`config.mk`:
```
export PLATFORM = sky130hd
export DESIGN_NAME = uart_rx
export DESIGN_NICKNAME = d
export VERILOG_FILES = /design/src/rtl/uart_rx.sv
export SDC_FILE = /design/constraint.sdc
export NUM_CORES = 1
export LEC_CHECK = 0
export CORE_ASPECT_RATIO = 0.75
export CORE_MARGIN = 3
export CORE_UTILIZATION = 45
export CTS_CLUSTER_DIAMETER = 50
export CTS_CLUSTER_SIZE = 40
export DETAILED_ROUTE_END_ITERATION = 10
export GPL_TIMING_DRIVEN = 0
export HOLD_SLACK_MARGIN = 0.1
export PLACE_DENSITY = 0.63
export SYNTH_ARGS = -nofsm -noshare
export SYNTH_HDL_FRONTEND = slang
export SYNTH_SLANG_ARGS = --single-unit
```
`constraint.sdc`:
```
create_clock -name clk -period 6.05 [get_ports clk]
set_input_delay 1.21 -clock clk [delete_from_list [all_inputs] [get_ports clk]]
set_output_delay 1.21 -clock clk [all_outputs]
set_load 0.01 [all_outputs]
```
`src/rtl/uart_rx.sv`:
```
// uart_rx: memory-mapped 8N1 UART receiver with a small receive FIFO and status/flag registers.
module uart_rx #(
  parameter logic [7:0] PERIOD = 8'h1A,
  parameter int         ADDR_W = 3
) (
  input  logic       clk,
  input  logic       reset_n,
  input  logic       wren,
  input  logic       rden,
  input  logic [2:0] addr,
  input  logic [7:0] din,
  output logic [7:0] dout,
  input  logic       rxin,
  output logic       rxavail
);
  typedef enum logic [2:0] {S_IDLE, S_START, S_DATA, S_STOP, S_BRK} state_t;
  state_t r_state, w_next;
  logic [7:0] r_pr, r_shreg;
  logic [8:0] r_tmr;
  logic [2:0] r_bitcnt;
  logic r_sync1, r_rx_s, r_ferr, r_ovr;
  logic [7:0] r_mem [2**ADDR_W];
  logic [ADDR_W-1:0] r_waddr, r_raddr;
  logic w_empty, w_full, w_half, w_bit, w_pop, w_stat_wr;
  logic w_shift, w_push, w_ovr_set, w_ferr_set;
  logic [7:0] w_status, w_rdata;
  assign w_empty   = r_waddr == r_raddr;
  assign w_full    = (r_waddr + ADDR_W'(1)) == r_raddr;
  assign w_half    = r_tmr == {1'b0, r_pr};
  assign w_bit     = r_tmr == {r_pr, 1'b1};
  assign w_pop     = rden & (addr == 3'b010) & ~w_empty;
  assign w_stat_wr = wren & (addr == 3'b011);
  assign w_status  = {4'b0, r_ferr, r_ovr, w_full, ~w_empty};
  assign rxavail   = ~w_empty;
  always_ff @(posedge clk or negedge reset_n)
    if (!reset_n) r_state <= S_IDLE;
    else r_state <= w_next;
  always_comb begin
    w_next = r_state;
    case (r_state)
      S_IDLE:  w_next = r_rx_s ? S_IDLE : S_START;
      S_START: w_next = !w_half ? S_START : r_rx_s ? S_IDLE : S_DATA;
      S_DATA:  w_next = (w_bit && r_bitcnt == 3'd7) ? S_STOP : S_DATA;
      S_STOP:  w_next = !w_bit ? S_STOP : r_rx_s ? S_IDLE : S_BRK;
      S_BRK:   w_next = r_rx_s ? S_IDLE : S_BRK;
      default: w_next = S_IDLE;
    endcase
  end
  always_comb begin
    w_shift    = (r_state == S_DATA) & w_bit;
    w_push     = (r_state == S_STOP) & w_bit & r_rx_s & ~w_full;
    w_ovr_set  = (r_state == S_STOP) & w_bit & r_rx_s & w_full;
    w_ferr_set = (r_state == S_STOP) & w_bit & ~r_rx_s;
  end
  // The timer also restarts after each data sample so every bit is timed from its own midpoint.
  always_ff @(posedge clk or negedge reset_n)
    if (!reset_n) begin
      r_sync1  <= 1'b1;
      r_rx_s   <= 1'b1;
      r_tmr    <= '0;
      r_bitcnt <= '0;
      r_shreg  <= '0;
    end else begin
      r_sync1  <= rxin;
      r_rx_s   <= r_sync1;
      r_tmr    <= (r_state != w_next || w_shift) ? 9'd0 : r_tmr + 9'd1;
      r_bitcnt <= (r_state == S_START) ? 3'd0 : w_shift ? r_bitcnt + 3'd1 : r_bitcnt;
      r_shreg  <= w_shift ? {r_rx_s, r_shreg[7:1]} : r_shreg;
    end
  always_ff @(posedge clk or negedge reset_n)
    if (!reset_n) begin
      r_pr    <= PERIOD;
      r_ferr  <= 1'b0;
      r_ovr   <= 1'b0;
      r_waddr <= '0;
      r_raddr <= '0;
    end else begin
      r_pr    <= (wren && addr == 3'b000) ? din : r_pr;
      r_ferr  <= w_ferr_set | (r_ferr & ~(w_stat_wr & din[3]));
      r_ovr   <= w_ovr_set | (r_ovr & ~(w_stat_wr & din[2]));
      r_waddr <= w_push ? r_waddr + ADDR_W'(1) : r_waddr;
      r_raddr <= w_pop ? r_raddr + ADDR_W'(1) : r_raddr;
    end
  always_ff @(posedge clk)
    if (w_push) r_mem[r_waddr] <= r_shreg;
  assign w_rdata = !rden ? 8'h00 :
                   addr == 3'b000 ? r_pr :
                   addr == 3'b010 ? (w_empty ? 8'h00 : r_mem[r_raddr]) :
                   addr == 3'b011 ? w_status : 8'h00;
  always_ff @(posedge clk or negedge reset_n)
    if (!reset_n) dout <= 8'h00;
    else dout <= w_rdata;
endmodule
```
After elaboration in Yosys (flattened, before gate mapping)
Memory sizes are Yosys's and may differ from the RTL's.
Index checks and enable logic that the tools add are counted.
Cells by class
  $add $sub $neg: 4
  reductions and logical operators: 6
  mux-type cells: 17
  equal/unequal tests: 12
  bitwise logic cells: 20
Operators with widths (count)
  8-bit two-way mux: 4
  3-bit case mux with 5 select lines: 1
  1-bit AND: 13
  3-bit by 2-bit equality test with 1-bit output (second input constant): 4
  3-bit two-way mux: 4
  3-bit by 1-bit adder with 3-bit output (second input constant): 3
  9-bit by 1-bit adder with 9-bit output (second input constant): 1
  9-bit by 8-bit equality test with 1-bit output: 1
  9-bit equality test: 1
  9-bit two-way mux: 1
  3-bit equality test: 2
  3-bit equality test (second input constant): 2
  3-bit logical NOT: 2
  1-bit inverter: 5
  1-bit two-way mux: 4
  2-bit two-way mux: 2
  4-bit two-way mux: 1
  3-bit by 1-bit equality test with 1-bit output (second input constant): 1
  3-bit != test: 1
  1-bit logical AND: 2
  1-bit OR: 2
  2-bit nonzero test: 1
  1-bit logical OR: 1
Storage, ports and cells
  memories kept: 1
  RAM bits: 64
  output and inout port bits: 9
  bits in registers: 49
  word-level logic and storage cells: 72
  bits of input ports: 16
Memories
  r_mem: words 8, bits a word 8, read ports 1, clocked after Yosys merged registers in 0, wr ports 1, line 22  | logic [7:0] r_mem [2**ADDR_W];

Logic depth before layout (Yosys ltp)
Gate-level depths: netlist of run 1.
  depth after elaboration: 7
  depth in mapped cells: 7
  gate-level depth less buffers: 6

Least setup slack after synthesis of run 1
OpenSTA, ideal clock, no wires.
  path type: reg-to-reg
  start: register r_pr[1]
  end: memory r_mem[0][0] (enable)
  period minus slack after synthesis: 2.679 ns
  arrival: 2.284 ns
  slack: 3.371 ns
  required time: 5.655 ns
  stages on the path, launching flop included: 7
  setup time: 0.395 ns
  buffers on the path: 1
  cell sequence: dfstp_2 > xnor2_2 > and4_2 > nand4b_4 > or2_1 > buf_6 > nor4_1
Between the ends
  longest elaborated chain between the ends: 6
RTL lines
  start, declared: line 18  | logic [7:0] r_pr, r_shreg;
  start signal, assigned: line 78  | r_pr <= (wren && addr == 3'b000) ? din : r_pr;
  9-bit equality test: line 30  | assign w_bit = r_tmr == {r_pr, 1'b1};
  1-bit AND (3 in a row): line 51  | w_push = (r_state == S_STOP) & w_bit & r_rx_s & ~w_full;
  1-bit two-way mux: line 85  | if (w_push) r_mem[r_waddr] <= r_shreg;
  1-bit two-way mux (implied by the code): line 85
  end, declared: line 22
Every way passes these cells.

Worst setup path after layout of run 1
  start: register r_waddr[1]
  end: output rxavail
Between the ends
  longest elaborated chain between the ends: 2
RTL lines
  start, declared: line 23  | logic [ADDR_W-1:0] r_waddr, r_raddr;
  start signal, assigned: line 81  | r_waddr <= w_push ? r_waddr + ADDR_W'(1) : r_waddr;
  3-bit equality test: line 27  | assign w_empty = r_waddr == r_raddr;
  1-bit inverter: line 34  | assign rxavail = ~w_empty;
  end, declared: line 14  | output logic rxavail
Every way passes these cells.

==> results of run 1 <==
## per-layer routing
metal / part of all wire / vias up / GRT usage / wire length (um)
met5: 0 / - / 0 / 0
met4: 0.0082 / 0 / 0.0612 / 85
met3: 0.061 / 12 / 0.0544 / 634
met2: 0.41 / 71 / 0.226 / 4280
met1: 0.52 / 1469 / 0.295 / 5400
li1: - / 1340 / - / -
## flip-flops by register name, summed over array words and instances, names as in the netlist
register / flops
r_state: 3
r_tmr: 9
r_shreg: 8
dout: 8
r_raddr: 3
r_pr: 8
r_waddr: 3
r_sync1: 1
r_ferr: 1
r_ovr: 1
r_bitcnt: 3
r_rx_s: 1
r_mem: 64
## logic make-up after synthesis
group,Yosys count,synth area share
muxes,43,0.132
and+or+nand+nor,93,0.104
DFF,113,0.632
buffers and inverters,21,0.0241
AOI/OAI and AO/OA,25,0.0343
adders and majority gates,5,0.0125
xor gates and xnor gates,33,0.0622
## layout by cell type, fill, tap and decap left out, types with 3 or more instances in the layout
cell             count
edfxtp_1            64
dfrtp_1             44
clkdlybuf4s50_1     23
xor2_1              20
mux2_2              17
clkbuf_16           17
nor2_1              16
mux4_2              16
nor3_1              14
nand2_1             13
xnor2_1             11
nand3_1             10
mux2i_1              9
o21ai_0              9
and2_1               8
buf_4                6
a21oi_1              6
inv_1                6
nor3_2               6
nor3b_1              5
ha_1                 5
clkinv_2             5
clkinvlp_4           5
dfstp_2              5
buf_2                4
clkbuf_1             3
a31oi_1              3
and3_1               3
buf_6                3
nor4_2               3
nand4_1              3
## area by class of cell
class | instances | area (um2) | share of cell area
Sequential cell | 113 | 3150 | 0.522
Multi-Input combinational cell | 199 | 1760 | 0.291
Clock buffer | 17 | 425 | 0.0704
Timing Repair Buffer | 27 | 270 | 0.0447
Tap cell | 136 | 170 | 0.0282
Clock inverter | 15 | 144 | 0.0238
Buffer | 15 | 97.6 | 0.0161
Inverter | 6 | 22.5 | 0.00373
## worst max-delay path, stage by stage (launching register included)
cell             delay (ps)
dfrtp_1                 350
clkbuf_1                370
xor2_1                  170
or3_1                   470
clkdlybuf4s50_1         510
## worst max path at each step
| stage | from | endpoint | slack [ps] |
|---|---|---|---|
| 4_1_cts | r_waddr[1] | rxavail | 2570 |
| 5_1_grt | r_waddr[1] | rxavail | 2500 |
| 3_3_place_gp | reset_n | r_shreg[2] | 2220 |
| 3_5_place_dp | addr[1] | r_pr[6] | 2770 |
| 6_report | r_waddr[1] | rxavail | 2570 |
| 2_1_floorplan | r_pr[1] | r_mem[0][0] | 3370 |
## where the power goes
part / switching [mW] / internal [mW] / leakage [nW]
clock network: 0.356 / 0.600 / 0.268
registers: 0.0614 / 0.869 / 1.22
logic: 0.277 / 0.243 / 0.794
==> run_results.csv, run 1 <==
group,metric,value,unit
synthesis,ys_types,48,
die,fp.coreArea,10500,um2
global_routing,grt_pass1_vias,2888,
worst_setup_path,r2r_start,"r_pr[6]",
synthesis,synth.top_cell.area_share,0.385,
worst_setup_path,timing.rr.end,"r_mem[1][6]",
cts,tritoncts,"built",
worst_hold_path,hold_path_depth,0,
placement,io_buffer_count,24,
sta,whs,355,ps
worst_setup_path,cp_max_fo,7,
power_and_ir_drop,power_leakage,2.28,nW
synthesis,postSynthNetCount,354,
cts,cts_made_buffers,17,
global_routing,antenna_found_initial,0,
cts,clk_path_buf_depth,2,
route,wl_per_cell,19.7,um
layout,diodes,0,
layout,areaGrowthSynthToFinish,21.1,%
sta,tns,0,ps
synthesis,syn-instance-count,333,
die,rows,32,
layout,drive_above_1_share,0.255,
synthesis,synthTopCellsByCount,"64 x edfxtp_1, 44 x dfrtp_1, 20 x nor3_1, 20 x xor2_1, 17 x mux2_2",
synthesis,synth-edff-count,64,
sta,skew,9.07,ps
synthesis,yosysTopAreaCell,"edfxtp_1",
synthesis,yosysSeqAreaShare,0.632,
cts,cts_htree_levels,4,
cts,clk_latency,410,ps
cts,numClockSinks,113,
die,die_w,128,um
worst_setup_path,worstPathArrival,2270,ps
placement,pre_cts_slack,2770,ps
worst_setup_path,crit_required,4840,ps
synthesis,synth.top_cells.by_area,"edfxtp_1 38%, dfrtp_1 22%, mux4_2 7.2%",
sta,fin_crit,3480,ps
sta,final-hold-violation-count,0,
global_routing,grt_max_degree,31,
die,dieArea,12400,um2
worst_setup_path,cp-start-kind,"register",
synthesis,synthMostInstantiatedCell,"edfxtp_1",
placement,place_area,5480,um2
die,start_util,0.474,
global_routing,track_usage,0.181,
sta,finalSetupViolCount,0,
global_routing,grt_pass1_wl,16.6,mm
worst_setup_path,endpoint_kind,"primary output",
cts,cts_resized,0,
sta,setup_ws,2570,ps
die,ios,25,
worst_setup_path,ff2ff_setup_slack,3220,ps
power_and_ir_drop,power_density,398,nW/um2
flow_run,cap_violations,0,
worst_hold_path,hp-class,"reg2reg",
cts,path_clk_slew,50,ps
global_routing,overflow,0,
layout,nFillCells,847,
route,wl,10.4,mm
placement,placed_cells,496,
route,drc_errors,0,
synthesis,synth_area,4990,um2
worst_setup_path,r2r_cells,6,
layout,fin_util,0.574,
cts,cts_root_buf,"clkbuf_16",
sta,fmax,287,MHz
synthesis,avgSynthCellArea,15.0,um2
worst_hold_path,min_from,"r_sync1",
route,ant_nets,0,
placement,hpwlAfterDp,7.02,mm
synthesis,synth.ff_latch_count,113,
route,firstDrtPassIters,4,
synthesis,synthArstFlopShare,0.434,
sta,drv_slew,0,
outcome,outcome,"completed",
synthesis,synth_warnings,0,
route,vias,2892,
power_and_ir_drop,p_total,2.41,mW
sta,fin_crit_sh,0.576,
worst_setup_path,critical_path_class,"reg2out",
layout,design_area,6040,um2
die,fp.dieH,97.2,um
layout,final_nets,400,
route,drtIter0Drc,176,
layout,final_cells,528,
worst_hold_path,min_delay_worst_endpoint,"r_rx_s",
sta,rsz0062_at_grt,"false",
sta,tightest_slew,1030,ps
power_and_ir_drop,ir_drop,0.000215,V
synthesis,synth_ff_type,"edfxtp_1",
sta,relSlewSlack,0.309,
placement,place_congestion,0.834,
cts,post-cts-setup-buffers,0,
cts,holdBufCountCts,0,
route,drt-vias-per-instance,5.48,
No activity file was read; power rests on OpenSTA's default activity.
==> inputs of run 2 (changes only) <==
clock period = 3.3 ns   (was 6.05 ns; I/O delays follow)
==> results of run 2 <==
Same layout as run 1 (identical final DEF). Status: completed.
Main changes from that run: setup slack after placement 2770 ps -> 470 ps; clock-pin slew on the worst setup and hold paths 50 ps -> 60 ps; setup slack after layout 2570 ps -> 365 ps; hold slack 355 ps -> 210 ps; register-to-register setup slack 3220 ps -> 470 ps; total power 2.41 mW -> 4.41 mW; worst IR drop on VDD 0.000215 V -> 0.000394 V
==> inputs of run 3 (changes only) <==
CTS_CLUSTER_DIAMETER = 40   (was 50)
==> results of run 3 <==
Same layout as run 1 (identical final DEF). Status: completed.
Main changes from that run: setup slack after placement 2770 ps -> 470 ps; clock-pin slew on the worst setup and hold paths 50 ps -> 60 ps; setup slack after layout 2570 ps -> 365 ps; hold slack 355 ps -> 210 ps; register-to-register setup slack 3220 ps -> 470 ps; total power 2.41 mW -> 4.41 mW; worst IR drop on VDD 0.000215 V -> 0.000394 V
